## src/rtl/spi_tx_arbiter_pkg.sv

```systemverilog
// Shared types and constants for the SPI transmit arbiter slice.
package spi_pkg;

  typedef enum logic [1:0] {IDLE, SHIFT, GAP} state_t;

  localparam int SPI_WIDTH = 8;
  localparam int SPI_DIV   = 17;

  // Ceiling log2, never narrower than one bit so single-value fields stay legal.
  function automatic int clog2(input int value);
    int result;
    int span;
    result = 0;
    span   = 1;
    while (span < value) begin
      span   = span * 2;
      result = result + 1;
    end
    return (result < 1) ? 1 : result;
  endfunction

endpackage

```

## src/rtl/spi_tx_arbiter_if.sv

```systemverilog
// Requester bus plus serial lane of the SPI transmit arbiter.
interface spi_tx_arbiter_if
  import spi_pkg::*;
#(
  parameter int N_REQ = 4,
  parameter int WIDTH = SPI_WIDTH
) ();

  localparam int ID_W = clog2(N_REQ);

  logic [N_REQ-1:0]       req;
  logic [N_REQ*WIDTH-1:0] data;
  logic [N_REQ-1:0]       ack;
  logic                   mosi;
  logic                   cs_n;
  logic                   busy;
  logic [ID_W-1:0]        last_id;

  modport master (output req, data, input ack, mosi, cs_n, busy, last_id);
  modport slave  (input req, data, output ack, mosi, cs_n, busy, last_id);

endinterface

```

## src/rtl/spi_tx_arbiter_arbiter.sv

```systemverilog
// Combinational round-robin pick: first set request after last_id, wrapping modulo N_REQ.
module rr_arbiter
  import spi_pkg::*;
#(
  parameter int N_REQ = 4,
  parameter int ID_W  = clog2(N_REQ)
) (
  input  logic             en,
  input  logic [N_REQ-1:0] req,
  input  logic [ID_W-1:0]  last_id,
  output logic [N_REQ-1:0] gnt,
  output logic [ID_W-1:0]  gnt_id
);

  int   idx;
  logic found;

  // Explicit subtract instead of % keeps the wrap correct for non-power-of-two N_REQ.
  always_comb begin
    gnt    = '0;
    gnt_id = '0;
    found  = 1'b0;
    idx    = 0;
    for (int k = 1; k <= N_REQ; k++) begin
      idx = int'(last_id) + k;
      if (idx >= N_REQ) idx = idx - N_REQ;
      if (en && !found && req[idx]) begin
        found    = 1'b1;
        gnt[idx] = 1'b1;
        gnt_id   = ID_W'(idx);
      end
    end
  end

endmodule

```

## src/rtl/spi_tx_arbiter.sv

```systemverilog
// Shares one LSB-first serial lane between N_REQ byte producers with round-robin arbitration.
module spi_tx_arbiter
  import spi_pkg::*;
#(
  parameter int N_REQ = 4,
  parameter int WIDTH = SPI_WIDTH,
  parameter int DIV   = SPI_DIV
) (
  input  logic            sclk,
  input  logic            reset,
  spi_tx_arbiter_if.slave bus
);

  localparam int ID_W  = clog2(N_REQ);
  localparam int DIV_W = clog2(DIV);
  localparam int CNT_W = clog2(WIDTH);

  state_t           state, state_nxt;
  logic [DIV_W-1:0] divider, divider_nxt;
  logic [CNT_W-1:0] bit_cnt, bit_cnt_nxt;
  logic [WIDTH-1:0] shift, shift_nxt, win_data;
  logic             cs_n, cs_n_nxt;
  logic [N_REQ-1:0] ack, ack_nxt, gnt;
  logic [ID_W-1:0]  last_id, last_id_nxt, gnt_id;
  logic             tick;

  rr_arbiter #(.N_REQ(N_REQ), .ID_W(ID_W)) u_arb (
    .en      (state == IDLE),
    .req     (bus.req),
    .last_id (last_id),
    .gnt     (gnt),
    .gnt_id  (gnt_id)
  );

  always_comb begin
    win_data = '0;
    for (int i = 0; i < N_REQ; i++) begin
      if (gnt[i]) win_data = win_data | bus.data[i*WIDTH +: WIDTH];
    end
  end

  assign tick = (divider == DIV_W'(DIV - 1));

  // The shifter is cleared on leaving SHIFT, so its LSB doubles as the registered mosi.
  always_comb begin
    state_nxt   = state;
    divider_nxt = '0;
    bit_cnt_nxt = bit_cnt;
    shift_nxt   = shift;
    cs_n_nxt    = cs_n;
    ack_nxt     = '0;
    last_id_nxt = last_id;
    case (state)
      IDLE: begin
        if (|gnt) begin
          ack_nxt     = gnt;
          shift_nxt   = win_data;
          last_id_nxt = gnt_id;
          cs_n_nxt    = 1'b0;
          bit_cnt_nxt = '0;
          state_nxt   = SHIFT;
        end
      end
      SHIFT: begin
        divider_nxt = tick ? '0 : divider + 1'b1;
        if (tick) begin
          if (bit_cnt == CNT_W'(WIDTH - 1)) begin
            state_nxt = GAP;
            cs_n_nxt  = 1'b1;
            shift_nxt = '0;
          end else begin
            shift_nxt   = shift >> 1;
            bit_cnt_nxt = bit_cnt + 1'b1;
          end
        end
      end
      GAP: begin
        divider_nxt = tick ? '0 : divider + 1'b1;
        if (tick) state_nxt = IDLE;
      end
      default: state_nxt = IDLE;
    endcase
  end

  always_ff @(posedge sclk) begin
    if (!reset) begin
      state   <= IDLE;
      divider <= '0;
      bit_cnt <= '0;
      shift   <= '0;
      cs_n    <= 1'b1;
      ack     <= '0;
      last_id <= ID_W'(N_REQ - 1);
    end else begin
      state   <= state_nxt;
      divider <= divider_nxt;
      bit_cnt <= bit_cnt_nxt;
      shift   <= shift_nxt;
      cs_n    <= cs_n_nxt;
      ack     <= ack_nxt;
      last_id <= last_id_nxt;
    end
  end

  assign bus.ack     = ack;
  assign bus.mosi    = shift[0];
  assign bus.cs_n    = cs_n;
  assign bus.busy    = (state != IDLE);
  assign bus.last_id = last_id;

endmodule

```

## src/flat_wrapper.sv

```systemverilog
// flat-port wrapper written by rule: the top's interface ports become plain ports
module spi_tx_arbiter_flat import spi_pkg::*;
#(
  parameter int N_REQ = 4,
  parameter int WIDTH = SPI_WIDTH,
  parameter int DIV   = SPI_DIV
)
  (sclk, reset, bus_req, bus_data, bus_ack, bus_mosi, bus_cs_n, bus_busy, bus_last_id);
  spi_tx_arbiter_if #(.N_REQ(N_REQ), .WIDTH(WIDTH)) bus_i ();
  input  logic sclk;
  input  logic reset;
  input wire logic [$bits(bus_i.req)-1:0] bus_req;
  input wire logic [$bits(bus_i.data)-1:0] bus_data;
  output wire logic [$bits(bus_i.ack)-1:0] bus_ack;
  output wire logic [$bits(bus_i.mosi)-1:0] bus_mosi;
  output wire logic [$bits(bus_i.cs_n)-1:0] bus_cs_n;
  output wire logic [$bits(bus_i.busy)-1:0] bus_busy;
  output wire logic [$bits(bus_i.last_id)-1:0] bus_last_id;
  assign bus_i.req = bus_req;
  assign bus_i.data = bus_data;
  assign bus_ack = bus_i.ack;
  assign bus_mosi = bus_i.mosi;
  assign bus_cs_n = bus_i.cs_n;
  assign bus_busy = bus_i.busy;
  assign bus_last_id = bus_i.last_id;
  spi_tx_arbiter #(.N_REQ(N_REQ), .WIDTH(WIDTH), .DIV(DIV)) u_core (.sclk(sclk), .reset(reset), .bus(bus_i));
endmodule
```

## config.mk

```make
export PLATFORM = sky130hd
export DESIGN_NAME = spi_tx_arbiter_flat
export DESIGN_NICKNAME = d
export VERILOG_FILES = /design/src/rtl/spi_tx_arbiter_pkg.sv /design/src/rtl/spi_tx_arbiter_if.sv /design/src/rtl/spi_tx_arbiter_arbiter.sv /design/src/rtl/spi_tx_arbiter.sv /design/src/flat_wrapper.sv
export SDC_FILE = /design/constraint.sdc
export NUM_CORES = 1
export LEC_CHECK = 0
export ABC_AREA = 1
export BUFFER_PORTS_ARGS = -buffer_cell sky130_fd_sc_hd__buf_2
export CORE_AREA = 2 2 69 64
export CTS_BUF_LIST = sky130_fd_sc_hd__clkbuf_2 sky130_fd_sc_hd__clkbuf_4 sky130_fd_sc_hd__clkbuf_8
export DETAILED_ROUTE_END_ITERATION = 7
export DIE_AREA = 0 0 71 66
export GPL_TIMING_DRIVEN = 0
export HOLD_SLACK_MARGIN = 0.12
export PLACE_DENSITY_LB_ADDON = 0.3
export SYNTH_ARGS = -nofsm -noshare
export SYNTH_HDL_FRONTEND = slang
export SYNTH_HIERARCHICAL = 1
export SYNTH_SLANG_ARGS = --single-unit
```

## constraint.sdc

```tcl
create_clock -name sclk -period 2.7 [get_ports sclk]
set_input_delay 0.27 -clock sclk [delete_from_list [all_inputs] [get_ports sclk]]
set_output_delay 0.27 -clock sclk [all_outputs]
set_load 0.02 [all_outputs]
```

==> out/results.txt, run 1 <==
Result of the run: finished clean
First-pass detailed-route iteration total: 4
Average wire per cell in the routed design: 11.10 um
Core occupancy in the finished layout: 58.12%
Final GP Congestion: 0.8901
Via count: 1980
CTS Buffer Depth: 2
Worst path arrival time: 2.67 ns
Post-detailed-route count of antenna-violating nets: 0
Clock buffers created by TritonCTS: 3
Final Power: 3.109 mW
Total nets after synthesis: 349
Avg Cell Area, Syn: 6.476 um2
Static leakage power: 1.167 nW
Commonest cells after routing, fill and taps aside: 92 x sky130_fd_sc_hd__nand2_1, 47 x sky130_fd_sc_hd__buf_2, 34 x sky130_fd_sc_hd__nand3_1
Number of buffer cells added on primary ports: 46
Maximum number of pins on one net before global-route repair: 14
Post-synthesis instance total: 296
Layout cell share with drive strength beyond 1: 27.71%
Final setup violation count: 0
Post-layout min period: 2.510 ns
Actual transition at the worst max-transition pin: 0.4337 ns
Critical path required time: 2.86 ns
Category of the critical setup timing path: reg2reg
Half-perimeter wire length of the detailed placement result: 3.261 mm
Number of flip-flops and latches in the synthesized netlist: 25
Clock Sink Count: 25
CP startpoint kind: flip-flop
Total wire length: 4.417 mm
Crit share post-route: 92.95%
Number of nets in the layout: 404
Final TNS setup: 0 ns
# hold bufs at CTS: 0
Non-filler instance count after layout: 398
Number of top-level pins: 47
Core area: 0.003991 mm2
Number of antenna violations at the first check in global routing: 0
Crit end category: flip-flop
Maxcap violations: 0
Final WS setup: 0.1904 ns
Setup slack after placement: -0.2164 ns
Post-Place Cell Area: 0.002210 mm2
DRC violation total after the first TritonRoute iteration: 142
TritonCTS clock tree: yes
Area enclosed by the die boundary: 0.004686 mm2
CTS root buf: sky130_fd_sc_hd__clkbuf_8
Most common cell after layout, fill and taps aside: sky130_fd_sc_hd__nand2_1
Remaining max-slew budget at the tightest pin: 71.09%
Number of cells in the design after placement: 390
Overall fraction of global-route tracks in use: 19.34%
Post-synth design cell area: 0.001917 mm2
Maximum level of the CTS H-tree: 1
Remaining global-route overflow: 0
Height of the chip: 66 um
Post-route cell area: 0.002320 mm2
FP Rows: 22
Maximum net fanout on the critical path: 10
Timing-limited maximum frequency: 0.3985 GHz
Ant diodes: 0
Largest vdd supply drop: 0.4077 mV
Unique masters post-synth: 24
Clock latency on the worst-skew pair: 0.27 ns
Remaining routing DRC violations: 0
Kind of path behind the tightest hold check: in2reg
Via-to-Cell Ratio: 4.975
Initial core utilization: 48.03%
First-pass GRT wire length: 7.334 mm
Worst clock skew: 0.007132 ns
Endpoints failing hold: 0
Max-slew violation total from the final report: 0
Via count of the first global-routing pass: 1725
Clock slew at reported path FFs: 0.09 ns
Pwr Density: 1340 mW/mm2
Worst hold slack across all endpoints: 0.2846 ns
Chip Width: 71 um
Synthesis-to-layout area growth: 21.02%
Synth warnings: 6
Part of the Yosys area used for sequential elements: 26.11%
-- cell families (layout without fill, tap and decap cells) --
| family | count (synthesis) | in the layout | synth area share (%) |
|---|---|---|---|
| fa+ha+maj | 15 | 15 | 9.791 |
| xor+xnor | 1 | 1 | 0.4570 |
| simple gates | 193 | 193 | 48.04 |
| flops | 25 | 25 | 26.11 |
| compound gates | 17 | 17 | 4.635 |
| buf+inv | 45 | 99 | 10.97 |
-- worst paths after layout --
check,from,endpoint,slack (ns),depth (start not counted)
setup / recovery,u_core/bus.last_id[1]$_SDFFE_PN1P_,u_core/bus.cs_n$_SDFFE_PN1P_,0.19,17
hold / removal,reset,u_core/shift[1]$_SDFFE_PN0P_,0.28,3
setup reg to reg,u_core/bus.last_id[1]$_SDFFE_PN1P_,u_core/bus.cs_n$_SDFFE_PN1P_,0.19,17
hold reg to reg,u_core/bus.cs_n$_SDFFE_PN1P_,u_core/bus.cs_n$_SDFFE_PN1P_,0.46,2
-- repair_timing --
item	4_1_cts	5_1_grt
pin swaps	0	1
hold endpoints to repair	0	0
setup endpoints to repair	18	17
resized for setup	5	7
setup buffers	1	3
-- critical path: stages (launching register included) --
cell	delay (ns)
sky130_fd_sc_hd__dfxtp_4	0.39
sky130_fd_sc_hd__inv_4	0.10
sky130_fd_sc_hd__ha_2	0.31
sky130_fd_sc_hd__inv_2	0.09
sky130_fd_sc_hd__nand3_2	0.09
sky130_fd_sc_hd__nand2_4	0.12
sky130_fd_sc_hd__nand2_2	0.07
sky130_fd_sc_hd__nor2_4	0.14
sky130_fd_sc_hd__buf_6	0.15
sky130_fd_sc_hd__nand3_1	0.07
sky130_fd_sc_hd__nand3_1	0.10
sky130_fd_sc_hd__buf_6	0.16
sky130_fd_sc_hd__nor2_4	0.05
sky130_fd_sc_hd__nand3_4	0.12
sky130_fd_sc_hd__nand3_4	0.10
sky130_fd_sc_hd__buf_6	0.16
sky130_fd_sc_hd__o21ai_1	0.11
sky130_fd_sc_hd__nand2_1	0.06
-- registers in the layout, indices dropped and copies added, names as in the netlist --
| signal | flops |
|---|---|
| u_core/state | 2 |
| u_core/bit_cnt | 3 |
| u_core/divider | 5 |
| u_core/shift | 8 |
| u_core/bus.ack | 4 |
| u_core/bus.cs_n | 1 |
| u_core/bus.last_id | 2 |
-- cell usage after synthesis --
| library cell | instances | area (um2) |
|---|---|---|
| sky130_fd_sc_hd__o21ai_1 | 2 | 10.01 |
| sky130_fd_sc_hd__nand3_4 | 2 | 35.03 |
| sky130_fd_sc_hd__buf_2 | 3 | 15.01 |
| sky130_fd_sc_hd__and2_1 | 1 | 6.260 |
| sky130_fd_sc_hd__nor2_4 | 3 | 33.78 |
| sky130_fd_sc_hd__o21ai_2 | 1 | 8.760 |
| sky130_fd_sc_hd__o21ai_0 | 8 | 40.04 |
| sky130_fd_sc_hd__nand2_2 | 8 | 50.05 |
| sky130_fd_sc_hd__a21oi_1 | 6 | 30.03 |
| sky130_fd_sc_hd__nand2_4 | 1 | 11.26 |
| sky130_fd_sc_hd__inv_1 | 28 | 105.1 |
| sky130_fd_sc_hd__nand2_1 | 92 | 345.3 |
| sky130_fd_sc_hd__nand4_1 | 15 | 93.84 |
| sky130_fd_sc_hd__or2_2 | 2 | 12.51 |
| sky130_fd_sc_hd__dfxtp_1 | 25 | 500.5 |
| sky130_fd_sc_hd__buf_6 | 5 | 56.30 |
| sky130_fd_sc_hd__nor2_2 | 5 | 31.28 |
| sky130_fd_sc_hd__nor2_1 | 27 | 101.4 |
| sky130_fd_sc_hd__nand3_2 | 3 | 30.03 |
| sky130_fd_sc_hd__xnor2_1 | 1 | 8.760 |
| sky130_fd_sc_hd__inv_2 | 5 | 18.77 |
| sky130_fd_sc_hd__ha_1 | 15 | 187.7 |
| sky130_fd_sc_hd__nand3_1 | 34 | 170.2 |
| sky130_fd_sc_hd__clkinv_1 | 4 | 15.01 |
-- metal layers --
metal | GRT usage [%] | part of all wire (%)
met5 | 0 | 0
met4 | 3.538 | 0.68
met3 | 4.421 | 7.0
met2 | 34.70 | 46
met1 | 23.89 | 47
-- final cells by class --
cell class / count / area [um2]
multi-input cells: 226 / 1219
flip-flops and latches: 25 / 508.0
clock buffers: 4 / 48.80
repair buffers: 50 / 260.3
plain buffers: 8 / 80.08
well taps: 48 / 60.06
fillers: 384 / 1672
inverters: 37 / 143.9
-- where the power goes --
part / total, mW / leakage (nW) / internal (mW) / switching (mW)
clock: 0.231 / 0.0262 / 0.116 / 0.115
sequential: 0.531 / 0.205 / 0.477 / 0.0537
combinational: 2.35 / 0.936 / 0.889 / 1.46
Power figures use the tool's default switching activity.
==> inputs of run 2 (changes only) <==
--- a/config.mk
+++ b/config.mk
@@ -13,6 +13,7 @@
 export DIE_AREA = 0 0 71 66
 export GPL_TIMING_DRIVEN = 0
 export HOLD_SLACK_MARGIN = 0.12
+export MAX_ROUTING_LAYER = met4
 export PLACE_DENSITY_LB_ADDON = 0.3
 export SYNTH_ARGS = -nofsm -noshare
 export SYNTH_HDL_FRONTEND = slang
==> out/results.txt, run 2 (synthesis results as in run 1) <==
Average wire per cell in the routed design: 11.09 um (was 11.10 um)
Area enclosed by the die boundary: 0.004686 mm2 (unchanged)
Top register by number of flip-flops: u_core/shift (unchanged)
Crit end category: flip-flop (unchanged)
Remaining global-route overflow: 0 (unchanged)
Post-layout min period: 2.513 ns (was 2.510 ns)
Overall fraction of global-route tracks in use: 19.86% (was 19.34%)
First-pass GRT wire length: 7.341 mm (was 7.334 mm)
Max-slew violation total from the final report: 0 (unchanged)
Height of the chip: 66 um (unchanged)
Initial core utilization: 48.03% (unchanged)
Via-to-Cell Ratio: 4.930 (was 4.975)
Synthesis-to-layout area growth: 21.02% (unchanged)
Number of cells in the design after placement: 390 (unchanged)
Largest vdd supply drop: 0.4076 mV (was 0.4077 mV)
Remaining max-slew budget at the tightest pin: 71.08% (was 71.09%)
Endpoints failing hold: 0 (unchanged)
Total buffers and inverters traversed by the critical path: 5 (unchanged)
Category of the critical setup timing path: reg2reg (unchanged)
Pwr Density: 1341 mW/mm2 (was 1340 mW/mm2)
Maximum net fanout on the critical path: 10 (unchanged)
Number of antenna violations at the first check in global routing: 0 (unchanged)
Via count: 1962 (was 1980)
Result of the run: finished clean (unchanged)
Slowest-stage cell, CP: sky130_fd_sc_hd__dfxtp_4 (unchanged)
Most common cell after layout, fill and taps aside: sky130_fd_sc_hd__nand2_1 (unchanged)
Remaining routing DRC violations: 0 (unchanged)
Post-detailed-route count of antenna-violating nets: 0 (unchanged)
Maxcap violations: 0 (unchanged)
Top Family by Delay on Critical Path: simple AND/OR/NAND/NOR gates (unchanged)
Kind of path behind the tightest hold check: in2reg (unchanged)
Worst clock skew: 0.006000 ns (was 0.007132 ns)
Core area: 0.003991 mm2 (unchanged)
Final GP Congestion: 0.9051 (was 0.8901)
Worst path max stage delay: 0.39 ns (about the same)
Crit share post-route: 93.07% (was 92.95%)
Number of top-level pins: 47 (unchanged)
Clock Sink Count: 25 (unchanged)
Core occupancy in the finished layout: 58.12% (unchanged)
CTS root buf: sky130_fd_sc_hd__clkbuf_8 (unchanged)
DRC violation total after the first TritonRoute iteration: 140 (was 142)
Critical path required time: 2.86 ns (about the same)
Actual transition at the worst max-transition pin: 0.4338 ns (was 0.4337 ns)
FP Rows: 22 (unchanged)
Number of nets in the layout: 404 (unchanged)
Non-filler instance count after layout: 398 (unchanged)
TritonCTS clock tree: yes (unchanged)
Total wire length: 4.413 mm (was 4.417 mm)
Ant diodes: 0 (unchanged)
First-pass detailed-route iteration total: 4 (unchanged)
Commonest cells after routing, fill and taps aside: 92 x sky130_fd_sc_hd__nand2_1, 47 x sky130_fd_sc_hd__buf_2, 34 x sky130_fd_sc_hd__nand3_1 (unchanged)
Max reg flops: 8 (unchanged)
Clock latency on the worst-skew pair: 0.27 ns (about the same)
Static leakage power: 1.167 nW (unchanged)
Cell breakdown of the critical path: inv_4, ha_2, inv_2, nand3_2, nand2_4, nand2_2, nor2_4, buf_6, nand3_1, nand3_1, buf_6, nor2_4, nand3_4, nand3_4, buf_6, o21ai_1, nand2_1 (unchanged)
Clock slew at reported path FFs: 0.09 ns (about the same)
Leading registers by flop count: u_core/shift x8, u_core/divider x5, u_core/bus.ack x4 (unchanged)
Half-perimeter wire length of the detailed placement result: 3.261 mm (unchanged)
Chip Width: 71 um (unchanged)
Clock buffers created by TritonCTS: 3 (unchanged)
CTS Buffer Depth: 2 (unchanged)
Via count of the first global-routing pass: 1723 (was 1725)
Layout cell share with drive strength beyond 1: 27.71% (unchanged)
CP startpoint kind: flip-flop (unchanged)
Maximum level of the CTS H-tree: 1 (unchanged)
Number of buffer cells added on primary ports: 46 (unchanged)
Final setup violation count: 0 (unchanged)
Worst path arrival time: 2.68 ns (was 2.67 ns)
Maximum number of pins on one net before global-route repair: 14 (unchanged)
Cell repeated most along the worst path: sky130_fd_sc_hd__buf_6 (unchanged)
Timing-limited maximum frequency: 0.3979 GHz (was 0.3985 GHz)
==> run 2: worst paths after layout <==
kind              slack, ns                           end                               start  cells past startpoint
hold reg to reg        0.46  u_core/bus.cs_n$_SDFFE_PN1P_        u_core/bus.cs_n$_SDFFE_PN1P_                      2
hold / removal         0.28  u_core/shift[1]$_SDFFE_PN0P_                               reset                      3
setup / recovery       0.19  u_core/bus.cs_n$_SDFFE_PN1P_  u_core/bus.last_id[1]$_SDFFE_PN1P_                     17
setup reg to reg       0.19  u_core/bus.cs_n$_SDFFE_PN1P_  u_core/bus.last_id[1]$_SDFFE_PN1P_                     17
==> run 2: area by class of cell <==
class	count	area, um2
Buffer	8	80.08
Clock buffer	4	48.80
Fill cell	384	1672
Inverter	37	143.9
Multi-Input combinational cell	226	1219
Sequential cell	25	508.0
Tap cell	48	60.06
Timing Repair Buffer	50	260.3
==> run 2: stage by stage <==
stage	hold slack (ns)	setup WS (ns)	area, um2	TNS [ns]	power (mW)
floorplan	0.3958	0.1096	1919	0	2.263
detailed placement	0.4404	-0.2164	2210	-1.918	2.704
CTS	0.2755	0.01663	2276	0	2.972
global placement	0.4332	-0.1815	2210	-1.441	2.674
global route	0.2863	-0.009810	2320	-0.009957	3.439
finish	0.2837	0.1871	2320	0	3.110
==> run 2: timing repair <==
item                       CTS  global route
pin swaps                    0             1
resized for setup            5             7
hold buffers                 0             0
setup endpoints to repair   18            17
setup buffers                1             3
==> run 2: report_power, final <==
group | internal [mW] | switching [mW] | leakage, nW
logic | 0.889 | 1.46 | 0.936
clock network | 0.116 | 0.114 | 0.0262
registers | 0.477 | 0.0538 | 0.205
total | 1.48 | 1.63 | 1.17
==> run 2: worst reg2reg max path, delay by kind of cell, from the launching register on <==
kind	cells	cell delay [ns]
buffers and inverters	5	0.67
adder cells (fa/ha/maj)	1	0.31
AND/OR/NAND/NOR	10	0.94
flip-flops	1	0.39
AO/OA/AOI/OAI	1	0.11
==> run 2: layer usage <==
metal  wire (um)  part of all wire [%]  global-route usage [%]
met5           0                     0                       -
met2        2022                    46                   34.70
met4          31                  0.70                   3.538
met3         286                   6.5                   4.421
met1        2072                    47                   23.89
==> inputs of run 3 (changes only) <==
--- a/config.mk
+++ b/config.mk
@@ -5,7 +5,6 @@
 export SDC_FILE = /design/constraint.sdc
 export NUM_CORES = 1
 export LEC_CHECK = 0
-export ABC_AREA = 1
 export BUFFER_PORTS_ARGS = -buffer_cell sky130_fd_sc_hd__buf_2
 export CORE_AREA = 2 2 69 64
 export CTS_BUF_LIST = sky130_fd_sc_hd__clkbuf_2 sky130_fd_sc_hd__clkbuf_4 sky130_fd_sc_hd__clkbuf_8
==> out/results.txt, run 3 <==
Result of the run: complete, but fails checks (was finished clean)
Failing checks: negative setup slack
Count of cells along the worst hold path: 2 (was 3)
Category of the critical setup timing path: reg2reg (unchanged)
Final WS setup: -0.02539 ns (was 0.1871 ns)
CP startpoint kind: flip-flop (unchanged)
Post-route cell area: 0.002409 mm2 (was 0.002320 mm2)
Worst hold slack across all endpoints: 0.2627 ns (was 0.2837 ns)
Setup slack after placement: -0.3643 ns (was -0.2164 ns)
Fraction of synthesis flops using an asynchronous set or reset pin: 0% (unchanged)
Number of enable flip-flop cells after synthesis: 0 (unchanged)
Crit share post-route: 100.9% (was 93.07%)
Leading registers by flop count: u_core/shift x8, u_core/divider x5, u_core/bus.ack x4 (unchanged)
Post-synth design cell area: 0.001911 mm2 (was 0.001917 mm2)
Via count of the first global-routing pass: 1682 (was 1723)
First-pass GRT wire length: 7.493 mm (was 7.341 mm)
CTS root buf: sky130_fd_sc_hd__clkbuf_8 (unchanged)
FP Rows: 22 (unchanged)
Maxcap violations: 0 (unchanged)
Remaining routing DRC violations: 0 (unchanged)
Number of nets in the layout: 333 (was 404)
DRC violation total after the first TritonRoute iteration: 88 (was 140)
RSZ-0062 raised after global routing: yes
Maximum level of the CTS H-tree: 1 (unchanged)
Number of cells in the design after placement: 313 (was 390)
Pwr Density: 1103 mW/mm2 (was 1341 mW/mm2)
Top cell type's share of synthesized area: 26.20% (was 26.11%)
Largest vdd supply drop: 0.5397 mV (was 0.4076 mV)
First-pass detailed-route iteration total: 4 (unchanged)
Layout cell share with drive strength beyond 1: 34.77% (was 27.71%)
Final TNS setup: -0.09664 ns (was 0 ns)
Most frequent cell after synthesis: sky130_fd_sc_hd__dfxtp_1 (was sky130_fd_sc_hd__nand2_1)
Worst path arrival time: 2.93 ns (was 2.68 ns)
Via-to-Cell Ratio: 5.648 (was 4.930)
Final setup violation count: 10 (was 0)
Chip Width: 71 um (unchanged)
Number of flip-flops and latches in the synthesized netlist: 25 (unchanged)
Overall fraction of global-route tracks in use: 20.25% (was 19.86%)
Total nets after synthesis: 273 (was 349)
Remaining max-slew budget at the tightest pin: 69.16% (was 71.08%)
Clock slew at reported path FFs: 0.09 ns (about the same)
Average wire per cell in the routed design: 13.84 um (was 11.09 um)
Max-slew violation total from the final report: 0 (unchanged)
Remaining global-route overflow: 0 (unchanged)
Max reg flops: 8 (unchanged)
Commonest cells after routing, fill and taps aside: 48 x sky130_fd_sc_hd__buf_2, 23 x sky130_fd_sc_hd__dfxtp_1, 20 x sky130_fd_sc_hd__nand2_1 (was 92 x sky130_fd_sc_hd__nand2_1, 47 x sky130_fd_sc_hd__buf_2, 34 x sky130_fd_sc_hd__nand3_1)
Total wire length: 4.525 mm (was 4.413 mm)
Non-filler instance count after layout: 327 (was 398)
Synth warnings: 6 (unchanged)
Synthesis-to-layout area growth: 26.06% (was 21.02%)
# hold bufs at CTS: 0 (unchanged)
Post-Place Cell Area: 0.002242 mm2 (was 0.002210 mm2)
Crit end category: flip-flop (unchanged)
Timing-limited maximum frequency: 0.3669 GHz (was 0.3979 GHz)
Top register by number of flip-flops: u_core/shift (unchanged)
Actual transition at the worst max-transition pin: 0.4627 ns (was 0.4338 ns)
Static leakage power: 1.072 nW (was 1.167 nW)
Maximum number of pins on one net before global-route repair: 15 (was 14)
Number of antenna violations at the first check in global routing: 0 (unchanged)
Half-perimeter wire length of the detailed placement result: 3.295 mm (was 3.261 mm)
Post-synthesis cell type with the largest combined area: sky130_fd_sc_hd__dfxtp_1 (unchanged)
Via count: 1847 (was 1962)
Initial core utilization: 47.87% (was 48.03%)
Number of buffer cells added on primary ports: 45 (was 46)
Kind of path behind the tightest hold check: in2reg (unchanged)
Reg2Reg Depth: 14 (was 17)
Ys flop type: sky130_fd_sc_hd__dfxtp_1 (unchanged)
CTS Buffer Depth: 2 (unchanged)
Post-layout min period: 2.725 ns (was 2.513 ns)
Clock buffers created by TritonCTS: 3 (unchanged)
Clock Sink Count: 25 (unchanged)
Post-detailed-route count of antenna-violating nets: 0 (unchanged)
Clock latency on the worst-skew pair: 0.27 ns (about the same)
Final GP Congestion: 0.8129 (was 0.9051)
Ant diodes: 0 (unchanged)
TritonCTS clock tree: yes (unchanged)
Height of the chip: 66 um (unchanged)
Post-synthesis instance total: 220 (was 296)
Core area: 0.003991 mm2 (unchanged)
Endpoints failing hold: 0 (unchanged)
Critical path required time: 2.90 ns (was 2.86 ns)
Synth area leaders: sky130_fd_sc_hd__dfxtp_1 26%, sky130_fd_sc_hd__ha_1 9.8%, sky130_fd_sc_hd__a22oi_1 7.1%, sky130_fd_sc_hd__o211ai_1 5.9%, sky130_fd_sc_hd__o21ai_0 4.7% (was sky130_fd_sc_hd__dfxtp_1 26%, sky130_fd_sc_hd__nand2_1 18%, sky130_fd_sc_hd__ha_1 9.8%, sky130_fd_sc_hd__nand3_1 8.9%, sky130_fd_sc_hd__inv_1 5.5%)
Part of the Yosys area used for sequential elements: 26.20% (was 26.11%)
Area enclosed by the die boundary: 0.004686 mm2 (unchanged)
Commonest cells post-synth: 25 x sky130_fd_sc_hd__dfxtp_1, 21 x sky130_fd_sc_hd__nand2_1, 18 x sky130_fd_sc_hd__a22oi_1, 18 x sky130_fd_sc_hd__o21ai_0, 16 x sky130_fd_sc_hd__inv_1 (was 92 x sky130_fd_sc_hd__nand2_1, 34 x sky130_fd_sc_hd__nand3_1, 28 x sky130_fd_sc_hd__inv_1)
Avg Cell Area, Syn: 8.684 um2 (was 6.476 um2)
Maximum net fanout on the critical path: 7 (was 10)
Worst clock skew: 0.007003 ns (was 0.006000 ns)
Final Power: 2.657 mW (was 3.110 mW)
Number of top-level pins: 47 (unchanged)
Core occupancy in the finished layout: 60.34% (was 58.12%)
Unique masters post-synth: 47 (was 24)
Most common cell after layout, fill and taps aside: sky130_fd_sc_hd__buf_2 (was sky130_fd_sc_hd__nand2_1)
## run 3: changes by cell type in the layout (fill, tap and decap cells not counted), moves of 6 or more
cell	previous run	this run
sky130_fd_sc_hd__nand4_1	15	0
sky130_fd_sc_hd__nand2_2	8	1
sky130_fd_sc_hd__o31ai_1	0	7
sky130_fd_sc_hd__and3_1	0	6
sky130_fd_sc_hd__nand2_1	92	20
sky130_fd_sc_hd__o211ai_1	0	15
sky130_fd_sc_hd__inv_1	26	14
sky130_fd_sc_hd__a22oi_1	0	15
sky130_fd_sc_hd__nand3_1	34	6
sky130_fd_sc_hd__nor2_1	27	7
## run 3: final cells by class
class	count	area, um2
Fill cell	363	1583
Multi-Input combinational cell	163	1292
Sequential cell	25	508.0
Timing Repair Buffer	59	339.1
Buffer	12	92.59
Inverter	16	70.07
Tap cell	48	60.06
Clock buffer	3	41.29
Clock inverter	1	5.005
## run 3: worst paths after layout
check,start,end,slack (ns)
setup reg to reg,u_core/bus.last_id[0]$_SDFFE_PN1P_,u_core/bit_cnt[0]$_SDFFE_PN0P_,-0.03
hold reg to reg,u_core/divider[0]$_SDFF_PP0_,u_core/divider[0]$_SDFF_PP0_,0.46
hold / removal,reset,u_core/bus.last_id[0]$_SDFFE_PN1P_,0.26
setup / recovery,u_core/bus.last_id[0]$_SDFFE_PN1P_,u_core/bit_cnt[0]$_SDFFE_PN0P_,-0.03
## run 3: repair_timing
item | in CTS | in global routing
gates resized for setup | 13 | 11
setup buffers | 9 | 3
pin swaps | 17 | 11
setup endpoints to repair | 16 | 16
cloned | 2 | 0
## run 3: report_power, final
group / internal (mW) / switching, mW
Combinational: 0.890 / 1.01
Clock: 0.103 / 0.119
Sequential: 0.474 / 0.0627
## run 3: per-layer routing
metal | vias to the layer above | part of all wire (%) | track usage [%]
met5 | - | 0 | -
met1 | 842 | 44 | 23.16
li1 | 937 | - | -
met2 | 60 | 49 | 35.51
met3 | 8 | 5.7 | 3.659
met4 | 0 | 1.7 | 7.783
## run 3: critical path, cell delays in order (launching register included)
cell                       delay, ns
sky130_fd_sc_hd__dfxtp_4        0.37
sky130_fd_sc_hd__buf_8          0.11
sky130_fd_sc_hd__inv_8          0.03
sky130_fd_sc_hd__ha_4           0.23
sky130_fd_sc_hd__mux4_2         0.34
sky130_fd_sc_hd__buf_6          0.13
sky130_fd_sc_hd__nor2b_4        0.04
sky130_fd_sc_hd__a22o_1         0.19
sky130_fd_sc_hd__a22oi_2        0.20
sky130_fd_sc_hd__nand2_2        0.10
sky130_fd_sc_hd__nor4_4         0.36
sky130_fd_sc_hd__and2_4         0.24
sky130_fd_sc_hd__buf_6          0.12
sky130_fd_sc_hd__o21ai_2        0.05
sky130_fd_sc_hd__a21boi_1       0.13
## run 3: logic make-up (layout without fill, tap and decap cells)
family,after synthesis,in the layout,synth area share (%)
XOR/XNOR,3,3,1.375
adder cells (fa/ha/maj),15,15,9.823
AO/OA/AOI/OAI,80,80,29.47
flip-flops,25,25,26.20
buffers and inverters,32,91,8.906
AND/OR/NAND/NOR,57,57,17.16
multiplexers,8,8,7.073
